<file path="src/rtl/jt10_adpcm_pkg.sv">
// Shared definitions for the ADPCM-A control block: register map,
// FSM encoding and small decode helpers.
package jt10_adpcm_pkg;

    // Register indices (base of each 6-channel group)
    localparam logic [7:0] REG_KEY      = 8'h00;
    localparam logic [7:0] REG_START_LO = 8'h10;
    localparam logic [7:0] REG_START_HI = 8'h18;
    localparam logic [7:0] REG_END_LO   = 8'h20;
    localparam logic [7:0] REG_END_HI   = 8'h28;

    localparam int NUM_CH = 6;

    // Address update FSM
    typedef enum logic [0:0] {
        ST_IDLE = 1'b0,
        ST_WAIT = 1'b1
    } state_t;

    // True when idx falls inside the 6-channel group starting at base
    function automatic logic in_group(input logic [7:0] idx, input logic [7:0] base);
        return (idx[7:3] == base[7:3]) && (idx[2:0] < 3'd6);
    endfunction

    // Channel number to one-hot slot mask
    function automatic logic [5:0] onehot6(input logic [2:0] ch);
        return 6'b000001 << ch;
    endfunction

endpackage

</file>
<file path="src/rtl/jt10_adpcm_slot.sv">
// Six-slot pipeline rotation and once-per-frame decimation enable.
module jt10_adpcm_slot (
    input  logic       clk,
    input  logic       rst,
    input  logic       cen,
    output logic [5:0] cur_ch,
    output logic [5:0] en_ch
);

    logic [5:0] cur_ch_reg;
    logic [5:0] en_ch_reg;

    // Rotate the slot every cen; rotate the decimation enable at frame end
    always_ff @(posedge clk) begin
        if (rst) begin
            cur_ch_reg <= 6'b000001;
            en_ch_reg  <= 6'b000001;
        end else if (cen) begin
            cur_ch_reg <= {cur_ch_reg[4:0], cur_ch_reg[5]};
            if (cur_ch_reg[5])
                en_ch_reg <= {en_ch_reg[4:0], en_ch_reg[5]};
        end
    end

    assign cur_ch = cur_ch_reg;
    assign en_ch  = en_ch_reg;

endmodule

</file>
<file path="src/rtl/jt10_adpcm_ctl.sv">
// ADPCM-A control: CPU register decode, start/end address commit with a
// wait-for-slot handshake, and per-channel key-on/key-off pending flags.
module jt10_adpcm_ctl
    import jt10_adpcm_pkg::*;
(
    input  logic        clk,
    input  logic        rst,
    input  logic        cen,
    input  logic        wr,
    input  logic [7:0]  addr,
    input  logic [7:0]  din,
    output logic [5:0]  cur_ch,
    output logic [5:0]  en_ch,
    output logic [15:0] addr_in,
    output logic [2:0]  addr_ch,
    output logic        up_start,
    output logic        up_end,
    output logic        aon,
    output logic        aoff,
    output logic        busy,
    output logic        ovf
);

    jt10_adpcm_slot u_slot (
        .clk    (clk),
        .rst    (rst),
        .cen    (cen),
        .cur_ch (cur_ch),
        .en_ch  (en_ch)
    );

    // Write decode
    logic key_wr, start_lo_wr, start_hi_wr, end_lo_wr, end_hi_wr, commit_wr;
    assign key_wr      = wr && (addr == REG_KEY);
    assign start_lo_wr = wr && in_group(addr, REG_START_LO);
    assign start_hi_wr = wr && in_group(addr, REG_START_HI);
    assign end_lo_wr   = wr && in_group(addr, REG_END_LO);
    assign end_hi_wr   = wr && in_group(addr, REG_END_HI);
    assign commit_wr   = start_hi_wr || end_hi_wr;

    logic [7:0] start_lo_reg;
    logic [7:0] end_lo_reg;

    // Low-byte shadows, written in any FSM state
    always_ff @(posedge clk) begin
        if (rst) begin
            start_lo_reg <= 8'h00;
            end_lo_reg   <= 8'h00;
        end else begin
            if (start_lo_wr) start_lo_reg <= din;
            if (end_lo_wr)   end_lo_reg   <= din;
        end
    end

    state_t      state_reg;
    logic [15:0] addr_in_reg;
    logic [2:0]  addr_ch_reg;
    logic        up_start_reg, up_end_reg, busy_reg, ovf_reg;

    // Address commit FSM: hold the request until the target slot's cen
    always_ff @(posedge clk) begin
        if (rst) begin
            state_reg    <= ST_IDLE;
            addr_in_reg  <= 16'h0000;
            addr_ch_reg  <= 3'd0;
            up_start_reg <= 1'b0;
            up_end_reg   <= 1'b0;
            busy_reg     <= 1'b0;
            ovf_reg      <= 1'b0;
        end else begin
            if (key_wr && din == 8'hFF)
                ovf_reg <= 1'b0;
            case (state_reg)
                ST_IDLE: begin
                    if (commit_wr) begin
                        state_reg    <= ST_WAIT;
                        addr_in_reg  <= {din, start_hi_wr ? start_lo_reg : end_lo_reg};
                        addr_ch_reg  <= addr[2:0];
                        up_start_reg <= start_hi_wr;
                        up_end_reg   <= end_hi_wr;
                        busy_reg     <= 1'b1;
                    end
                end
                ST_WAIT: begin
                    // A second commit while one is outstanding is lost
                    if (commit_wr)
                        ovf_reg <= 1'b1;
                    if (cen && cur_ch == onehot6(addr_ch_reg)) begin
                        state_reg    <= ST_IDLE;
                        up_start_reg <= 1'b0;
                        up_end_reg   <= 1'b0;
                        busy_reg     <= 1'b0;
                    end
                end
                default: state_reg <= ST_IDLE;
            endcase
        end
    end

    assign addr_in  = addr_in_reg;
    assign addr_ch  = addr_ch_reg;
    assign up_start = up_start_reg;
    assign up_end   = up_end_reg;
    assign busy     = busy_reg;
    assign ovf      = ovf_reg;

    logic [5:0] aon_pend_reg,  aon_pend_next;
    logic [5:0] aoff_pend_reg, aoff_pend_next;

    // Per-channel key flags: slot clear, with a same-clk write taking priority.
    // Key-off beats key-on, both within one write and against an older key-off.
    for (genvar gi = 0; gi < NUM_CH; gi++) begin : g_key
        logic clr, off_keep, on_set, off_set;
        assign clr      = cen && cur_ch[gi];
        assign off_keep = aoff_pend_reg[gi] && !clr;
        assign off_set  = key_wr && din[7] && din[gi];
        assign on_set   = key_wr && !din[7] && din[gi] && !off_keep;
        assign aoff_pend_next[gi] = off_keep || off_set;
        assign aon_pend_next[gi]  = (aon_pend_reg[gi] && !clr && !off_set) || on_set;
    end

    // Key pending registers
    always_ff @(posedge clk) begin
        if (rst) begin
            aon_pend_reg  <= 6'd0;
            aoff_pend_reg <= 6'd0;
        end else begin
            aon_pend_reg  <= aon_pend_next;
            aoff_pend_reg <= aoff_pend_next;
        end
    end

    assign aon  = |(aon_pend_reg & cur_ch);
    assign aoff = |(aoff_pend_reg & cur_ch);

endmodule
</file>
<file path="config.mk">
export PLATFORM = sky130hd
export DESIGN_NAME = jt10_adpcm_ctl
export DESIGN_NICKNAME = d
export VERILOG_FILES = /design/src/rtl/jt10_adpcm_pkg.sv /design/src/rtl/jt10_adpcm_slot.sv /design/src/rtl/jt10_adpcm_ctl.sv
export SDC_FILE = /design/constraint.sdc
export NUM_CORES = 1
export LEC_CHECK = 0
export CORE_MARGIN = 1.5
export CORE_UTILIZATION = 45
export DETAILED_ROUTE_END_ITERATION = 8
export PLACE_DENSITY = 0.72
export REMOVE_ABC_BUFFERS = 1
export SETUP_SLACK_MARGIN = 0.1
export SYNTH_ARGS = -nofsm -noshare
export SYNTH_HDL_FRONTEND = slang
export SYNTH_SLANG_ARGS = --single-unit
</file>
<file path="constraint.sdc">
create_clock -name clk -period 3.72 [get_ports clk]
set_input_delay 0.744 -clock clk [delete_from_list [all_inputs] [get_ports clk]]
set_output_delay 0.744 -clock clk [all_outputs]
set_load 0.01 [all_outputs]
</file>
==> flow_summary.toml <==
[synth]
synth-warning-count = 0
yosysUniqueCellTypes = 34
synth-async-reset-ratio_pct = 0
ys_seq_area_share_pct = 47.76
netlist.area_leader.share_pct = 47.76
synth_edf_count = 0
synthFlopType = "dfxtp_1"
syn_area_per_cell_um2 = 8.824
synthCells = 304
synth_seq_cells = 64
yosys.area.top_type = "dfxtp_1"
synthTopCellsByCount = "dfxtp_1, nand2_1, a21oi_1"
synthesis.area_um2 = 2683
ys_top_cells_by_area = "dfxtp_1, mux2i_1, nand2_1"

[critical_path]
cpMaxStageDelayCell = "or3b_4"
crit_fanout = 8
worstSetupPathType = "in2reg"
start_kind = "input port"
slowest_delay_ns = 0.46
path_buf_inv = 1
cp.required_ns = 3.93
cp_top_family = "simple AND/OR/NAND/NOR gates"
critPathCaptureType = "register"
worstPathArrival_ns = 2.71
timing.critical_path.cells = "clkdlybuf4s50_1 > a211o_1 > or3b_4 > nand2b_1 > mux2i_1 > nor2_1"
rrSetupSlack_ns = 1.94

[global_routing]
gr-total-overflow = 0
grt_antenna_before_repair = 0
grt_max_degree = 36
grt_pass1_vias = 2164
grt_pass1_wl_mm = 9.887
track_usage_pct = 19.92

[layout]
insertedDiodeCount = 0
regArea_um2 = 1281
areaGrowthSynthToFinish_pct = 27.89
n_fill_cell = 507
multi_input_area_um2 = 1319
largest_reg_flops = 16
drive_gt1_share_pct = 7.521
final_nets = 374

[timing]
rsz0062_at_grt = "false"
finalHoldViolations = 0
finalWorstSetupSlack_ns = 1.220
fin_setup_tns_ns = 0
finalCriticalPeriod_ns = 2.500
clock_skew_ns = 0.006288
drv_slew = 0
slew_headroom_pct = 58.68
fin_crit_sh_pct = 67.21
max_freq_ghz = 0.4000
worst_slew_pin_slew_ns = 0.6198
setup_viol = 0

[route]
vias = 2296
ant_nets = 0
drc = 0
wirelength_mm = 6.018
via_per_inst = 5.327
wl_per_cell_um = 13.96
drtPass1Iterations = 4
drt-initial-drc-count = 139

[clocking]
cts_tree = "yes"
clk_path_buf_depth = 2
root_buffer = "clkbuf_8"
numCtsBuffers = 9
clock-sinks = 64
clkLatencyLatePin_ns = 0.33
cts.repair.resized = 0
cts_htree_levels = 3
cts_hold_buf = 0
cts_setup_buffers = 0
clk_pin_slew_ns = 0.07

[floorplan]
initial_core_util_pct = 47.55
die_w_um = 80.21
die_h_um = 80.21
rows = 27
io_pins = 57
core-area_um2 = 5642
dieArea_um2 = 6434

[power_and_ir_drop]
ir_drop_v = 0.0002155
cellPowerDensity_nw_per_um2 = 378.5
p_leak_nw = 1.216

[run_status]
status = "complete, no violations"

[place]
place.gp.congestion = 0.7965
dp_hpwl_mm = 4.153
dp_slack_ns = 0.8737
io_buffers = 56

[flow_run]
drv_cap = 0

[worst_hold_path]
hold_path.class = "reg2reg"
tightest hold or removal path, delay by kind of cell, from the launching register on:
kind | cells | cell delay (ns)
flops | 1 | 0.31
compound gates | 1 | 0.05
simple gates | 1 | 0.05
power breakdown:
part / internal (W) / switching, W / total, W
Combinational: 0.0000417 / 0.0000479 / 0.0000896
Sequential: 0.000692 / 0.00000849 / 0.000701
Clock: 0.000258 / 0.000250 / 0.000508
stage by stage:
stage / std cells / power (W) / utilization [%] / hold slack [ns] / instance area (um2)
after floorplan: 285 / 0.0007450 / - / 0.4481 / 2604
after global placement: 415 / 0.0008045 / 57.86 / 0.4442 / 3264
after detailed placement: 415 / 0.0008056 / 57.86 / 0.4480 / 3264
after CTS: 431 / 0.001310 / 60.81 / 0.4574 / 3431
after global routing: 431 / 0.001351 / 60.81 / 0.4929 / 3431
final: 431 / 0.001298 / 60.81 / 0.4524 / 3431
area by class of cell:
class	instances	area share, %
multi-input cells	220	38.44
flip-flops and latches	64	37.35
repair buffers	58	16.63
clock buffers	13	4.340
well taps	72	2.626
clock inverters	3	0.5106
inverters	1	0.1094
layer usage:
layer  vias up  global-route usage, %  routed length, um
met3         9                  5.000                277
met4         0                  7.759                 79
met1      1061                  25.33               2873
met5         -                      0                  0
li1       1169                      -                  -
met2        57                  32.27               2787
logic make-up after synthesis:
| group | synth area share, % |
|---|---|
| DFF | 47.76 |
| AOI/OAI and AO/OA | 16.88 |
| xor gates and xnor gates | 0.6531 |
| muxes | 8.955 |
| buffers and inverters | 3.078 |
| and+or+nand+nor | 22.67 |
placed cells by master (no fill, tap or decap), types with 2 or more instances in the layout:
cell type	Yosys	final
nand2_1	64	64
dfxtp_1	64	64
clkdlybuf4s50_1	0	55
a21oi_1	30	30
nor2_1	29	29
mux2i_1	24	24
clkbuf_8	0	10
a211oi_2	8	8
a211oi_1	8	8
a22oi_1	7	7
nor3_1	6	6
nand2b_1	6	6
a32oi_1	6	6
nand3b_1	4	4
nand3_1	3	3
nor3b_1	3	3
o21ai_0	3	3
nand4_1	3	3
clkbuf_1	15	3
xnor2_1	2	2
nor4_1	2	2
clkinv_2	0	2
buf_4	1	2
final timing paths:
check              start         endpoint  cells past startpoint
max              addr[1]  start_lo_reg[2]                      6
min          addr_in[15]      addr_in[15]                      2
max reg2reg   addr_ch[0]         up_start                      5
min reg2reg  addr_in[15]      addr_in[15]                      2
No activity file was read; power rests on OpenSTA's default activity.
